<file path="src/rtl/seq_detector_param.sv">
`default_nettype none
// ============================================================================
// Module   : seq_detector_param
// Purpose  : Serial pattern detector with a runtime-loadable pattern, length
//            and overlap mode, a registered match pulse and a match counter.
// Revision : 1.0 - initial release
// ============================================================================
module seq_detector_param #(
    parameter int MAX_LEN = 8,
    parameter int CNT_W   = 8,
    parameter int LEN_W   = 5
) (
    input  logic               clock,
    input  logic               reset,
    input  logic               cfg_load,
    input  logic [MAX_LEN-1:0] cfg_pattern,
    input  logic [LEN_W-1:0]   cfg_len,
    input  logic               cfg_overlap,
    input  logic               x_valid,
    input  logic               x,
    input  logic               clear,
    output logic               z,
    output logic [CNT_W-1:0]   match_count,
    output logic               cfg_err
);

    localparam logic [MAX_LEN-1:0] c_def_pattern = MAX_LEN'(4'b0110);
    localparam logic [LEN_W-1:0]   c_def_len     = LEN_W'(4);
    localparam logic [LEN_W-1:0]   c_min_len     = LEN_W'(2);
    localparam logic [LEN_W-1:0]   c_max_len     = LEN_W'(MAX_LEN);
    localparam logic [CNT_W-1:0]   c_cnt_max     = '1;

    logic [MAX_LEN-1:0] r_pattern;
    logic [LEN_W-1:0]   r_len;
    logic               r_overlap;
    logic [MAX_LEN-1:0] r_hist;
    logic [LEN_W-1:0]   r_seen;
    logic               r_z;
    logic [CNT_W-1:0]   r_count;

    logic               w_cfg_err;
    logic               w_valid_bit;
    logic [MAX_LEN-1:0] w_mask;
    logic [MAX_LEN-1:0] w_hist_next;
    logic [LEN_W-1:0]   w_seen_inc;
    logic               w_match;

    assign w_cfg_err   = (r_len < c_min_len) || (r_len > c_max_len);
    assign w_valid_bit = x_valid && !cfg_load;
    assign w_hist_next = {r_hist[MAX_LEN-2:0], x};
    assign w_seen_inc  = (r_seen >= r_len) ? r_len : (r_seen + LEN_W'(1));

    // Only the low len bits of pattern and history take part in the compare
    always_comb begin
        w_mask = '0;
        for (int i = 0; i < MAX_LEN; i++) begin
            w_mask[i] = (LEN_W'(i) < r_len);
        end
    end

    assign w_match = w_valid_bit && !w_cfg_err && (w_seen_inc == r_len) &&
                     ((w_hist_next & w_mask) == (r_pattern & w_mask));

    always_ff @(posedge clock or posedge reset) begin
        if (reset) begin
            r_pattern <= c_def_pattern;
            r_len     <= c_def_len;
            r_overlap <= 1'b0;
        end else if (cfg_load) begin
            r_pattern <= cfg_pattern;
            r_len     <= cfg_len;
            r_overlap <= cfg_overlap;
        end
    end

    always_ff @(posedge clock or posedge reset) begin
        if (reset) begin
            r_hist <= '0;
            r_seen <= '0;
            r_z    <= 1'b0;
        end else begin
            r_z <= w_match;
            if (cfg_load) begin
                r_hist <= '0;
                r_seen <= '0;
            end else if (x_valid) begin
                r_hist <= w_hist_next;
                // Non-overlapping mode forces a full fresh pattern after a hit
                r_seen <= (w_match && !r_overlap) ? '0 : w_seen_inc;
            end
        end
    end

    always_ff @(posedge clock or posedge reset) begin
        if (reset) begin
            r_count <= '0;
        end else if (clear) begin
            r_count <= '0;
        end else if (w_match && (r_count != c_cnt_max)) begin
            r_count <= r_count + CNT_W'(1);
        end
    end

    assign z           = r_z;
    assign match_count = r_count;
    assign cfg_err     = w_cfg_err;

endmodule
`default_nettype wire

</file>
<file path="config.mk">
export PLATFORM = sky130hd
export DESIGN_NAME = seq_detector_param
export DESIGN_NICKNAME = d
export VERILOG_FILES = /design/src/rtl/seq_detector_param.sv
export SDC_FILE = /design/constraint.sdc
export NUM_CORES = 1
export LEC_CHECK = 0
export ABC_AREA = 1
export CAP_MARGIN = 40
export CORE_MARGIN = 1
export CORE_UTILIZATION = 30
export CTS_CLUSTER_SIZE = 28
export DETAILED_ROUTE_END_ITERATION = 10
export PLACE_DENSITY = 0.57
export SLEW_MARGIN = 10
export SYNTH_ARGS = -nofsm -noshare
export SYNTH_HDL_FRONTEND = slang
export SYNTH_SLANG_ARGS = --single-unit
</file>
<file path="constraint.sdc">
create_clock -name clock -period 6.91 [get_ports clock]
set_clock_uncertainty 0.2 [all_clocks]
set_input_delay 1.382 -clock clock [delete_from_list [all_inputs] [get_ports clock]]
set_output_delay 1.382 -clock clock [all_outputs]
set_load 0.005 [all_outputs]
</file>
==> impl_metrics.ini <==
[logic_synthesis]
yosysWarnings = 0
yosys-top-cells-count = 92 x nand2_1, 38 x inv_1, 32 x dfrtp_1
synth_ff_type = dfrtp_1
synth_area_per_cell_um2 = 7.53
async_reset_ff_frac = 1.00
yosysMostFrequentCell = nand2_1
syn_area_um2 = 2150
synthTopCellsByArea = dfrtp_1 37%, nand2_1 16%, inv_1 6.6%, nand4_1 6.4%, nand3_1 5.3%
syn_nets = 313
synthCells = 286
synthDominantCellAreaShare = 0.372
ys_ff_latch = 35
yosysSeqAreaShare = 0.408
yosys.cell_types.count = 28
synth_edf_count = 0
yosysTopAreaCell = dfrtp_1

[placement]
dp_hpwl_mm = 3.73
dp_slack_ns = 3.33
dp.cells = 408
port_buffers = 29
gp_congestion = 0.809

[routing]
first_pass_iters = 4
drtAntennaViolNets = 0
wl_per_cell_um = 12.2
wl_mm = 5.06
via_per_inst = 4.60
vias = 1915
drt_iter0_markers = 78
drcViolationCount = 0

[cells_and_area]
final_util = 0.391
layout.nets = 346
area_delta_synth_final_pct = 24.9
drive_gt1_frac = 0.0969
diodes = 0
instances_no_fill = 416

[cts]
cts-root-buf = clkbuf_8
clkTransAtPathRegs_ns = 0.08
clock_latency_ns = 0.30
numCtsBuffers = 5
cts_buffer_depth = 2
cts_resized = 0
clock-sinks = 35
postCtsSetupRepairBufs = 0
cts_tree = done
hold_buffers = 0
h-tree-depth = 2

[pwr]
leakage_nw = 1.39
total_power_uw = 604
power_density_nw_per_um2 = 225
ir_drop_mv = 0.0871

[die]
die-area_um2 = 7520
fp-row-count = 30
design.core.area_um2 = 6870
num_io_pins = 30
start_util = 0.313
die_x_um = 86.7
die_height_um = 86.7

[grt]
grt_pass1_wl_mm = 8.91
first_global_vias = 1895
grt_max_degree = 36
grt_usage = 0.150
overflow = 0
antenna_found_initial = 0

[timing]
min_period_ns = 3.27
slew_headroom = 0.678
max_freq_mhz = 305
final-max-slew-violation-count = 0
rsz0062_at_grt = false
post-route-period-util = 0.474
setup_tns_ns = 0
setup_slack_ns = 3.64
tightest_slew_ns = 0.483
finalSetupViolations = 0
hold_viol = 0

[worst_setup_path]
path_buf_inv = 2
crit_type = reg2out
critical_path_depth = 5
critPathMostFrequentCell = nand2_1
r2r-end = r_seen[3]
r2r_cells = 11
endpoint_kind = primary output
cpMaxStageDelayCell = clkdlybuf4s50_1
max_stage_delay_ns = 0.50
crit_path_start_kind = flop
path_cells = inv_1 -> nand2_1 -> nand2_1 -> nand2_1 -> clkdlybuf4s50_1
r2r-start = r_len[2]
worstPathMaxFanout = 4
r2r_slack_ns = 4.37
arrival_ns = 1.69
crit_required_ns = 5.33
path_delay_family = buffers and inverters

[flow_run]
maxCapViolCount = 0

[min_path]
hold_class = reg2reg
min-delay-start = r_pattern[2]
worstHoldPathCells = 2
hold_end = r_pattern[2]

[status]
status = finished clean
==> how the worst max path moves through the flow <==
stage | endpoint | slack, ns | start
after CTS | cfg_err | 3.62 | r_len[3]
final | cfg_err | 3.64 | r_len[3]
after global placement | match_count[7] | 3.39 | cfg_load
after detailed placement | match_count[1] | 3.33 | cfg_load
after floorplan | match_count[2] | 4.27 | cfg_load
after global routing | match_count[2] | 3.43 | cfg_load
==> power by group <==
part           switching [mW]  internal, mW  total, mW
logic                  0.0922        0.0533      0.146
registers              0.0180         0.219      0.237
clock network          0.0775         0.144      0.221
total                   0.188         0.417      0.604
==> stage by stage <==
step	hold slack (ns)	cell area, µm²
floorplan	0.250	2150
global placement	0.271	2550
detailed placement	0.266	2550
CTS	0.277	2690
global route	0.303	2690
finish	0.273	2690
==> area by class of cell <==
class	count	area (µm²)
fill	733	4180
clock buffer	5	68.8
tap	96	120
clock inverter	3	67.6
multi-input combinational	204	1090
timing repair buffer	31	305
sequential	35	880
inverter	42	160
==> registers in the layout, indices dropped and copies added (netlist names) <==
signal       count
r_len            5
r_seen           5
r_hist           7
r_pattern        8
r_overlap        1
match_count      8
z                1
==> tightest hold or removal path, cell delays in order, from the launching register on <==
cell	delay [ns]
dfstp_2	0.37
nand2_1	0.06
nand2_1	0.04
==> cell usage in the layout, fill, tap and decap left out, drive strengths merged <==
cell,Yosys,final
nor2,17,17
o2111ai,1,1
and2,1,1
clkbuf,1,5
inv,40,40
nand2,95,95
a21oi,1,1
nand4,23,23
dfstp,3,3
xor2,10,10
clkdlybuf4s50,0,29
o21ai,16,16
bufinv,0,2
ha,7,7
nand3,26,26
buf,4,2
o22ai,6,6
xnor2,1,1
clkinvlp,0,1
clkinv,2,2
dfrtp,32,32
==> cells by family (layout without fill, tap and decap cells) <==
group           Yosys count  in the layout  share of synthesized area
xor+xnor                 11             11                     0.0447
fa+ha+maj                 7              7                     0.0407
simple gates            162            162                      0.357
buf+inv                  47             81                     0.0866
flops                    35             35                      0.408
compound gates           24             24                     0.0628
==> routing by layer <==
metal,vias to the layer above,global-route usage,share of wire
met3,6,0.0314,0.036
li1,998,-,-
met1,879,0.207,0.51
met5,-,0,0
met2,32,0.240,0.44
met4,0,0.0409,0.013
Power figures use the tool's default switching activity.
